==> src/rtl/ecc_apb_host.sv <==
// APB initiator for the ECC core: one command -> four register writes (CTRL last),
// wait for operation_done, return captured result. Optional WAIT_DONE timeout: ECC_APB_HOST_TIMEOUT_EN.
module ecc_apb_host #(
    parameter int DATA_WIDTH      = 32,
    parameter int AMBA_ADDR_WIDTH = 20,
    parameter int AMBA_WORD       = 32,
    parameter int TIMEOUT_CYCLES  = 64
) (
    input  logic                       clk,
    input  logic                       rst,
    input  logic                       cmd_valid,
    output logic                       cmd_ready,
    input  logic [1:0]                 cmd_op,
    input  logic [1:0]                 cmd_width,
    input  logic [DATA_WIDTH-1:0]      cmd_data,
    input  logic [DATA_WIDTH-1:0]      cmd_noise,
    output logic                       rsp_valid,
    input  logic                       rsp_ready,
    output logic [DATA_WIDTH-1:0]      rsp_data,
    output logic [1:0]                 rsp_num_errors,
    output logic [1:0]                 rsp_status,
    output logic                       busy,
    output logic [AMBA_ADDR_WIDTH-1:0] PADDR,
    output logic [AMBA_WORD-1:0]       PWDATA,
    output logic                       PSEL,
    output logic                       PENABLE,
    output logic                       PWRITE,
    input  logic                       operation_done,
    input  logic [DATA_WIDTH-1:0]      data_out,
    input  logic [1:0]                 num_of_errors
);

    if (DATA_WIDTH > AMBA_WORD || TIMEOUT_CYCLES < 1) begin : g_param_check
        $error("ecc_apb_host: DATA_WIDTH must be <= AMBA_WORD and TIMEOUT_CYCLES >= 1");
    end

    typedef enum logic [2:0] {IDLE, SETUP, ACCESS, WAIT_DONE, RESP} state_t;

    localparam logic [1:0] ST_OK      = 2'b00;
    localparam logic [1:0] ST_BAD_OP  = 2'b01;
    localparam logic [1:0] ST_TIMEOUT = 2'b10;

    state_t                       state, state_n;
    logic [1:0]                   idx, idx_n;
    logic [1:0]                   op_q, width_q;
    logic [DATA_WIDTH-1:0]        noise_q;
    logic                         accept;

    logic                         psel_n, penable_n, pwrite_n;
    logic [AMBA_ADDR_WIDTH-1:0]   paddr_n;
    logic [AMBA_WORD-1:0]         pwdata_n;
    logic                         rsp_valid_n;
    logic [DATA_WIDTH-1:0]        rsp_data_n;
    logic [1:0]                   rsp_num_errors_n, rsp_status_n;

    logic [1:0]                   wr_idx;
    logic [AMBA_ADDR_WIDTH-1:0]   wr_addr;
    logic [AMBA_WORD-1:0]         wr_word;

`ifdef ECC_APB_HOST_TIMEOUT_EN
    localparam int CNT_W = ($clog2(TIMEOUT_CYCLES + 1) > 8) ? $clog2(TIMEOUT_CYCLES + 1) : 8;
    localparam logic [CNT_W-1:0] TMO_LAST = CNT_W'(TIMEOUT_CYCLES - 1);
    logic [CNT_W-1:0] tmo_cnt, tmo_cnt_n;
`endif

    assign cmd_ready = (state == IDLE);
    assign busy      = (state != IDLE);
    assign accept    = cmd_valid & cmd_ready;

    // Slot 0 (DATA_IN) is only ever issued from IDLE, so it comes straight off cmd_data;
    // the later slots use the copies latched at accept.
    always_comb begin
        wr_idx = (state == IDLE) ? 2'd0 : idx + 2'd1;
        case (wr_idx)
            2'd0:    begin wr_addr = AMBA_ADDR_WIDTH'(4'h4); wr_word = AMBA_WORD'(cmd_data); end
            2'd1:    begin wr_addr = AMBA_ADDR_WIDTH'(4'h8); wr_word = AMBA_WORD'(width_q);  end
            2'd2:    begin wr_addr = AMBA_ADDR_WIDTH'(4'hC); wr_word = AMBA_WORD'(noise_q);  end
            default: begin wr_addr = AMBA_ADDR_WIDTH'(4'h0); wr_word = AMBA_WORD'(op_q);     end
        endcase
    end

    always_comb begin
        state_n          = state;
        idx_n            = idx;
        psel_n           = PSEL;
        penable_n        = PENABLE;
        pwrite_n         = PWRITE;
        paddr_n          = PADDR;
        pwdata_n         = PWDATA;
        rsp_valid_n      = rsp_valid;
        rsp_data_n       = rsp_data;
        rsp_num_errors_n = rsp_num_errors;
        rsp_status_n     = rsp_status;
`ifdef ECC_APB_HOST_TIMEOUT_EN
        tmo_cnt_n        = tmo_cnt;
`endif
        unique case (state)
            IDLE: begin
                if (cmd_valid) begin
                    if (cmd_op == 2'b11) begin
                        state_n          = RESP;
                        rsp_valid_n      = 1'b1;
                        rsp_status_n     = ST_BAD_OP;
                        rsp_data_n       = '0;
                        rsp_num_errors_n = '0;
                    end else begin
                        state_n   = SETUP;
                        idx_n     = 2'd0;
                        psel_n    = 1'b1;
                        penable_n = 1'b0;
                        pwrite_n  = 1'b1;
                        paddr_n   = wr_addr;
                        pwdata_n  = wr_word;
                    end
                end
            end
            SETUP: begin
                state_n   = ACCESS;
                penable_n = 1'b1;
            end
            ACCESS: begin
                penable_n = 1'b0;
                if (idx != 2'd3) begin
                    state_n  = SETUP;
                    idx_n    = idx + 2'd1;
                    paddr_n  = wr_addr;
                    pwdata_n = wr_word;
                end else begin
                    state_n = WAIT_DONE;
                    psel_n  = 1'b0;
`ifdef ECC_APB_HOST_TIMEOUT_EN
                    tmo_cnt_n = '0;
`endif
                end
            end
            WAIT_DONE: begin
                // A done pulse in the same cycle as the limit still counts as success.
                if (operation_done) begin
                    state_n          = RESP;
                    rsp_valid_n      = 1'b1;
                    rsp_status_n     = ST_OK;
                    rsp_data_n       = data_out;
                    rsp_num_errors_n = num_of_errors;
                end
`ifdef ECC_APB_HOST_TIMEOUT_EN
                else if (tmo_cnt == TMO_LAST) begin
                    state_n          = RESP;
                    rsp_valid_n      = 1'b1;
                    rsp_status_n     = ST_TIMEOUT;
                    rsp_data_n       = '0;
                    rsp_num_errors_n = '0;
                end else begin
                    tmo_cnt_n = tmo_cnt + CNT_W'(1);
                end
`endif
            end
            RESP: begin
                if (rsp_ready) begin
                    state_n     = IDLE;
                    rsp_valid_n = 1'b0;
                end
            end
            default: state_n = IDLE;
        endcase
    end

    always_ff @(posedge clk or negedge rst) begin
        if (!rst) begin
            state          <= IDLE;
            idx            <= '0;
            op_q           <= '0;
            width_q        <= '0;
            noise_q        <= '0;
            PSEL           <= 1'b0;
            PENABLE        <= 1'b0;
            PWRITE         <= 1'b0;
            PADDR          <= '0;
            PWDATA         <= '0;
            rsp_valid      <= 1'b0;
            rsp_data       <= '0;
            rsp_num_errors <= '0;
            rsp_status     <= '0;
`ifdef ECC_APB_HOST_TIMEOUT_EN
            tmo_cnt        <= '0;
`endif
        end else begin
            state          <= state_n;
            idx            <= idx_n;
            PSEL           <= psel_n;
            PENABLE        <= penable_n;
            PWRITE         <= pwrite_n;
            PADDR          <= paddr_n;
            PWDATA         <= pwdata_n;
            rsp_valid      <= rsp_valid_n;
            rsp_data       <= rsp_data_n;
            rsp_num_errors <= rsp_num_errors_n;
            rsp_status     <= rsp_status_n;
`ifdef ECC_APB_HOST_TIMEOUT_EN
            tmo_cnt        <= tmo_cnt_n;
`endif
            if (accept) begin
                op_q    <= cmd_op;
                width_q <= cmd_width;
                noise_q <= cmd_noise;
            end
        end
    end

endmodule

==> config.mk <==
export PLATFORM = sky130hd
export DESIGN_NAME = ecc_apb_host
export DESIGN_NICKNAME = d
export VERILOG_FILES = /design/src/rtl/ecc_apb_host.sv
export SDC_FILE = /design/constraint.sdc
export NUM_CORES = 1
export LEC_CHECK = 0
export ABC_AREA = 1
export BUFFER_PORTS_ARGS = -buffer_cell sky130_fd_sc_hd__buf_2
export CORE_MARGIN = 2
export CORE_UTILIZATION = 48
export CTS_BUF_LIST = sky130_fd_sc_hd__clkbuf_8
export CTS_CLUSTER_SIZE = 24
export DETAILED_ROUTE_END_ITERATION = 12
export PLACE_DENSITY = 0.83
export SLEW_MARGIN = 20
export SYNTH_ARGS = -nofsm -noshare
export SYNTH_HDL_FRONTEND = slang
export SYNTH_SLANG_ARGS = --single-unit
==> constraint.sdc <==
create_clock -name clk -period 2.9 [get_ports clk]
set_input_delay 0.145 -clock clk [delete_from_list [all_inputs] [get_ports clk]]
set_output_delay 0.145 -clock clk [all_outputs]
set_load 0.02 [all_outputs]
Yosys cells after proc, flatten, opt, wreduce, memory -nomap -nowiden
Cells that the tools add are included.
{ "totals": {"mem_count": 0, "word_cells": 91, "mem_bits_rw": 0, "input_bits": 107, "latch_bits": 0, "rom_bits": 0, "reg_bits": 133} }
{ "op_classes": {"n_eq_ne": 15, "n_reduce_logical": 14, "div": 0, "n_bitwise": 2, "order_cmp": 0, "multipliers": 0, "n_shift": 0, "addsub": 1, "muxes": 45} }
{ "op_table": {"columns": ["operator", "n"], "rows": [
  ["two-way mux 32 bit", 6],
  ["case mux 32 bit (2 select lines)", 2],
  ["case mux 32 bit (3 select lines)", 1],
  ["two-way mux 20 bit", 3],
  ["case mux 20 bit (2 select lines)", 1],
  ["two-way mux 2 bit", 11],
  ["case mux 3 bit (5 select lines)", 1],
  ["!= test 2 bit (second input constant)", 7],
  ["two-way mux 3 bit", 4],
  ["case mux 2 bit (2 select lines)", 3],
  ["case mux 4 bit (3 select lines)", 1],
  ["AND reduction 4 bit", 3],
  ["two-way mux 1 bit", 9],
  ["AND reduction 3 bit", 3],
  ["nonzero test 3 bit", 3],
  ["== test 3 x 2 -> 1 bit (second input constant)", 2],
  ["case mux 1 bit (3 select lines)", 2],
  ["AND reduction 5 bit", 1],
  ["== test 2 bit (second input constant)", 2],
  ["nonzero test 2 bit", 2],
  ["== test 3 x 1 -> 1 bit (second input constant)", 1],
  ["== test 3 bit (second input constant)", 1],
  ["logical NOT 3 bit", 1],
  ["adder 2 x 1 -> 2 bit (second input constant)", 1],
  ["6 further kinds", 6]
]} }

Logic depth before layout (Yosys ltp)
Gate-level depths: netlist of run 1.
{ "logic_depth": {"ltp_word": 7, "ltp_mapped": 11, "mapped_depth_nobuf": 10} }

Least setup slack after synthesis of run 1
OpenSTA, ideal clock, no wires.
{ "synth_timing": {"path_type": "register -> register", "from": "register state[1]", "to": "register PWDATA[10]", "required_ns": 2.783, "period_less_slack_ns": 1.754, "path_stages_with_launch": 11, "n_path_buf": 2, "t_arrival_ns": 1.637, "setup_slack_ns": 1.146, "cell_sequence": "dfrtp_1 > inv_2 > nand2_4 > nand2_1 > inv_1 > ha_1 > clkbuf_1 > clkbuf_1 > a21oi_1 > nand2_1 > nand2_1"} }
{ "synth_between": {"elab_chain_len": 7, "elab_cells_between_ends": 16, "cone_classes": "eq/ne (6); mux (6); reduce/logical (4)"} }
{ "synth_rtl": {"columns": ["element", "line_no", "source"], "rows": [
  ["from (decl)", "43", "state_t state, state_n;"],
  ["from (signal assigned)", "187", "state <= state_n;"],
  ["logical NOT 3 bit", "73, 97", null],
  ["two-way mux 2 bit", "73", "wr_idx = (state == IDLE) ? 2'd0 : idx + 2'd1;"],
  ["== test 2 bit (tied with other cells)", "74", "case (wr_idx)"],
  ["case mux 32 bit (3 select lines)", "74", null],
  ["two-way mux 32 bit", "100", "if (cmd_op == 2'b11) begin"],
  ["two-way mux 32 bit", "99", "if (cmd_valid) begin"],
  ["case mux 32 bit (2 select lines)", "97", "unique case (state)"],
  ["to (signal assigned)", "193", "PWDATA <= pwdata_n;"],
  ["to (decl)", "24", "output logic [AMBA_WORD-1:0] PWDATA,"]
]} }
Parallel ways exist; a longest one is shown, timed or not. The select of a mux whose other input is x is not followed.
A chain may end at the register's enable or synchronous reset.

Worst setup path in the final report of run 1
{ "layout_timing": {"from": "register state[0]", "to": "register PWDATA[27]"} }
Same word-level chain as after synthesis.

==> results.ini, run 1 <==
[die]
design.die.area_um2 = 11600
rows = 37
coreArea_um2 = 10400
fp.dieH_um = 108
ios = 201
die_x_um = 108
start_util = 0.496

[sta]
finalHoldViolations = 0
worst_pin_slew_ns = 0.877
drv_slew = 0
setup-violations-final = 0
clock_skew_ns = 0.0183
tns_ns = 0
fin_crit_ns = 2.29
fin_ws_ns = 0.607
slew_headroom = 0.414
rsz0062_at_grt = false
fmax_mhz = 436
fin_crit_sh = 0.791

[global_routing]
grt_max_degree = 62
grt_pass1_vias = 4995
grt_use_total = 0.265
antenna_found_initial = 1
grt_overflow = 0
grt_pass1_wl_um = 23800

[route]
met1_length_um = 6110
wl_per_cell_um = 14.2
first_pass_iters = 5
met3_length_um = 1360
wirelength_um = 14800
vias_per_cell = 4.84
topRoutingLayerUsed = met5
dr_wl_met2_um = 6960
drcViolationCount = 0
drtAntennaViolNets = 0
num_vias = 5053
drt_iter0_drc = 289

[layout]
multi_input_area_um2 = 1990
utilization = 0.687
layout.nets = 1007
fillers = 834
diodes = 0
drive_gt1_frac = 0.259
area_delta_synth_final_pct = 38.4
final-seq-area_um2 = 2850

[synthesis]
synth_edf_count = 0
synth_area_um2 = 5150
synth_top_area_frac = 0.554
yosysWarnings = 0
async_flop_share = 1.00
synth_most_common_cell = nand2_1
ys_types = 23
netlist.top_cell.by_area = dfrtp_1
netlist_instances = 645
netlist_top_cells_count = nand2_1, dfrtp_1, a21oi_1, buf_4, inv_1
synth_area_leaders = dfrtp_1, nand2_1, buf_4
ys_seq_area_frac = 0.554
ys_dominant_reg_cell = dfrtp_1
avgSynthCellArea_um2 = 7.98
ys_seq_elements = 114

[clocking]
cts.reportedPaths.clkPinSlew_ns = 0.09
post-cts-setup-buffers = 0
clk-insertion-delay-late_ns = 0.43
clock_sinks = 114
htreeDepth = 4
cts-root-buf = clkbuf_8
cts_buffer_depth = 2
cts_made_buffers = 17
tritoncts = built
postCtsHoldBufs = 72
cts_resized = 0

[power]
p_leak_nw = 4.10
max-vdd-ir-drop_uv = 517
power_density_nw_per_um2 = 948

[placed_design]
place_ws_ns = 0.641
globalplace.congestion = 0.838
dp_hpwl_um = 9020
port-buffer-count = 181

[setup_path]
arrival_ns = 2.65
end_kind = register
cp-start-kind = register
crit_type = register to register
crit_fanout = 17
worstPathRequired_ns = 3.25

[hold_path]
hold_class = input pin to register

[status]
status = finished, final reports clean

[flow_run]
drv_cap = 0

path summary, 6_finish.rpt:
| check | depth (start not counted) | from | slack, ns | end |
|---|---|---|---|---|
| max | 9 | state[0]$_DFFE_PN0P_ | 0.61 | PWDATA[27]$_DFFE_PN0P_ |
| min reg2reg | 2 | PWRITE$_DFFE_PN0P_ | 0.47 | PWRITE$_DFFE_PN0P_ |
| min | 4 | operation_done | 0.06 | state[0]$_DFFE_PN0P_ |
| max reg2reg | 9 | state[0]$_DFFE_PN0P_ | 0.61 | PWDATA[27]$_DFFE_PN0P_ |
| max in group asynchronous | 3 | rst | 1.76 | rsp_data[11]$_DFFE_PN0P_ |
| min in group asynchronous | 2 | rst | 0.34 | PWDATA[28]$_DFFE_PN0P_ |
critical path: stages, from the launching register on:
cell and delay [ns]:
dfrtp_1 0.45, nor2_4 0.22, nand2_4 0.12, nand2_1 0.15
ha_1 0.56, buf_4 0.33, nand2_1 0.08, a21oi_1 0.13
nand2_1 0.06, nand2_1 0.10
placed cells by master, fill, tap and decap left out, drive strengths merged:
cell type,count
nand2,401
buf,189
dfrtp,114
dlygate4sd3,72
a21oi,33
conb,19
inv,19
clkbuf,18
nor2,10
nand3,8
clkinvlp,7
ha,5
clkinv,5
o21ai,4
a31oi,2
o21bai,1
nand4,1
kinds of logic after synthesis:
kind of cell,after synthesis,share of synthesized area
flip-flops,114,0.554
buffers and inverters,65,0.0734
adder cells (fa/ha/maj),5,0.0122
other,1,0.000729
AO/OA/AOI/OAI,40,0.0413
AND/OR/NAND/NOR,420,0.318
flip-flops by register name, indices dropped and copies added, names as in the netlist:
signal	flops
PADDR	2
rsp_num_errors	2
rsp_status	1
rsp_valid	1
rsp_data	32
PENABLE	1
op_q	2
width_q	2
noise_q	32
PSEL	1
state	3
PWRITE	1
PWDATA	32
idx	2
metrics by stage:
step,total power (W),hold WS (ns),cell area (µm²),instances
after detailed placement,0.00535,0.265,6040,940
after floorplan,0.00455,-0.151,5210,663
after CTS,0.00677,0.0420,7120,1044
after global placement,0.00526,0.260,6040,940
after global routing,0.00727,0.0430,7120,1044
final,0.00675,0.0633,7120,1044
layout make-up:
cell class              instances  share of cell area
clock buffers                  18              0.0348
flip-flops and latches        114               0.401
well taps                     136              0.0239
inverters                      17             0.00896
clock inverters                14              0.0155
multi-input cells             484               0.279
repair buffers                261               0.237
layer usage:
layer,global-route usage,vias to the layer above
met1,0.328,2340
met5,0,-
met2,0.433,247
met4,0.0989,2
met3,0.0854,34
li1,-,2430
report_power, final:
part | switching [W] | internal (W)
clock network | 0.000707 | 0.000619
logic | 0.00197 | 0.000952
registers | 0.000331 | 0.00217
total | 0.00301 | 0.00374
Power figures use the tool's default switching activity.
==> run 2, diff against run 1 <==
--- a/config.mk
+++ b/config.mk
@@ -5,7 +5,7 @@
 export SDC_FILE = /design/constraint.sdc
 export NUM_CORES = 1
 export LEC_CHECK = 0
-export ABC_AREA = 1
+export ABC_AREA = 0
 export BUFFER_PORTS_ARGS = -buffer_cell sky130_fd_sc_hd__buf_2
 export CORE_MARGIN = 2
 export CORE_UTILIZATION = 48
==> constraint.sdc (replaced) <==
create_clock -name clk -period 2.3 [get_ports clk]
set_input_delay 0.115 -clock clk [delete_from_list [all_inputs] [get_ports clk]]
set_output_delay 0.115 -clock clk [all_outputs]
set_load 0.02 [all_outputs]
==> run 2 against run 1 <==
Clock skew down 0.0089 ns; critical endpoint is now PWDATA[26]$_DFFE_PN0P_; fmax up 5.7%; sequential power increased by 36%; worst hold slack better by 0.0035 ns.
==> results.ini, run 2 <==
[status]
status = finished, final reports clean

[layout]
final-seq-area_um2 = 2850
final_area_um2 = 7270
multi_input_area_um2 = 1980
drive_gt1_frac = 0.391
fillers = 738
layout_common_cells = buf_2, dfrtp_1, nand2_1, dlygate4sd3_1, mux2_2
final_common_cell = buf_2
layout.nets = 826
layout.cells.non_filler = 863
area_delta_synth_final_pct = 41.7
reg.largest.list = PWDATA: 32 flops, noise_q: 32 flops, rsp_data: 32 flops

[synthesis]
netlist_top_cells_count = dfrtp_1, nand2_1, mux2_2, nor2_1, o21ai_0
yosysWarnings = 0
synth_top_area_frac = 0.556
netlist_instances = 458
async_flop_share = 1.00
netlist.top_cell.by_area = dfrtp_1
avgSynthCellArea_um2 = 11.2
ys_types = 36
synth_area_leaders = dfrtp_1, mux2_2, nand2_1
synth_most_common_cell = dfrtp_1
synth_area_um2 = 5130
synth_edf_count = 0
ys_seq_elements = 114
ys_dominant_reg_cell = dfrtp_1
ys_seq_area_frac = 0.556

[route]
drtAntennaViolNets = 0
first_pass_iters = 4
num_vias = 4476
drcViolationCount = 0
drt_iter0_drc = 296
wirelength_um = 14200
wl_per_cell_um = 16.5
vias_per_cell = 5.19

[setup_path]
worstPathRequired_ns = 2.60
crit_path_top_delay_cell = or3_4
path_buf_inv = 2
cp-start-kind = register
path_delay_family = simple AND/OR/NAND/NOR gates
path_cells = or3_4 > nand2_1 > inv_1 > ha_1 > buf_12 > a22oi_1 > nor2_1 > mux2_2
crit_type = register to register
end_kind = register
arrival_ns = 2.47
rrSetupSlack_ns = 0.13
critical_path.max_stage_delay_ns = 0.41
crit_fanout = 27

[sta]
fin_crit_sh = 0.943
drv_slew = 0
clock_skew_ns = 0.00941
rsz0062_at_grt = false
fin_crit_ns = 2.17
setup-violations-final = 0
fmax_mhz = 461
tns_ns = 0
finalHoldViolations = 0

[clocking]
tritoncts = built
postCtsHoldBufs = 72
cts_buffer_depth = 2
clock_sinks = 114
cts.reportedPaths.clkPinSlew_ns = 0.06
cts_resized = 0
post-cts-setup-buffers = 0
cts_made_buffers = 17
htreeDepth = 4
cts-root-buf = clkbuf_8
clk-insertion-delay-late_ns = 0.42

[global_routing]
grt_pass1_wl_um = 22600
grt_overflow = 0
antenna_found_initial = 1
grt_use_total = 0.254
grt_pass1_vias = 4721
grt_max_degree = 68

[placed_design]
globalplace.congestion = 0.746
dp_hpwl_um = 8660
dp.cells = 759
place_area_um2 = 6110
port-buffer-count = 181

[power]
total_power_w = 0.0100
p_leak_nw = 3.65
power_density_nw_per_um2 = 1380
max-vdd-ir-drop_uv = 684

[flow_run]
drv_cap = 0

[hold_path]
hold_class = input pin to register

[die]
design.die.area_um2 = 11500
coreArea_um2 = 10400
rows = 37
die_x_um = 107
fp.dieH_um = 107
start_util = 0.494
ios = 201

[run 2: changes by cell type after synthesis, moves of 8 or more]
cell / change
nor2_1: +34
mux2_2: +51
mux2_1: +18
a22oi_1: +32
inv_1: -8
a21oi_1: -23
o21ai_0: +35
nand2_1: -324
[run 2: where the power goes]
part	switching, W	internal [W]
Sequential	0.000486	0.00291
Combinational	0.00264	0.00197
Clock	0.000821	0.00120
[run 2: kinds of logic (layout without fill, tap and decap cells)]
group           Yosys count  after routing  share of synthesized area
flops                   114            114                      0.556
mux                      71             71                      0.155
other cells               1             20                   0.000731
simple gates            123            123                     0.0971
fa+ha+maj                 5              5                     0.0122
compound gates           87             87                      0.107
buf+inv                  57            307                     0.0710
[run 2: metal layers]
layer,vias up,global-route usage,part of all wire
met4,0,0.101,0.024
met3,30,0.0787,0.064
li1,2045,-,-
met1,2190,0.289,0.39
met2,211,0.445,0.52
met5,-,0,0
[run 2: tightest hold or removal path: stages]
cell and delay [ns]:
buf_2 0.13, nand2_1 0.06, a21oi_1 0.05, nor2_1 0.08
[run 2: path summary, 6_finish.rpt]
kind | cells after the start | startpoint | end
worst min-delay path | 4 | operation_done | state[0]$_DFFE_PN0P_
worst max-delay path | 8 | state[1]$_DFFE_PN0P_ | PWDATA[26]$_DFFE_PN0P_
max in group asynchronous | 3 | rst | rsp_data[21]$_DFFE_PN0P_
worst max register to register | 8 | state[1]$_DFFE_PN0P_ | PWDATA[26]$_DFFE_PN0P_
min in group asynchronous | 2 | rst | PENABLE$_DFFE_PN0P_
worst min register to register | 1 | PWRITE$_DFFE_PN0P_ | PWRITE$_DFFE_PN0P_
[run 2: final cells by class]
| class | instances | share of cell area |
|---|---|---|
| repair buffers | 269 | 0.248 |
| diodes | 1 | 0.000344 |
| multi-input cells | 305 | 0.273 |
| clock inverters | 13 | 0.0257 |
| well taps | 136 | 0.0234 |
| clock buffers | 18 | 0.0341 |
| inverters | 7 | 0.00362 |
| flip-flops and latches | 114 | 0.393 |
[run 2: per-stage QoR]
stage           util  hold WS (ns)  setup WS [ns]
2_1_floorplan      -        -0.181          0.216
3_3_place_gp   0.589       0.00993          0.205
3_5_place_dp   0.589        0.0109          0.165
4_1_cts        0.700        0.0436          0.116
5_1_grt        0.701        0.0500        0.00212
6_report       0.701        0.0667          0.132
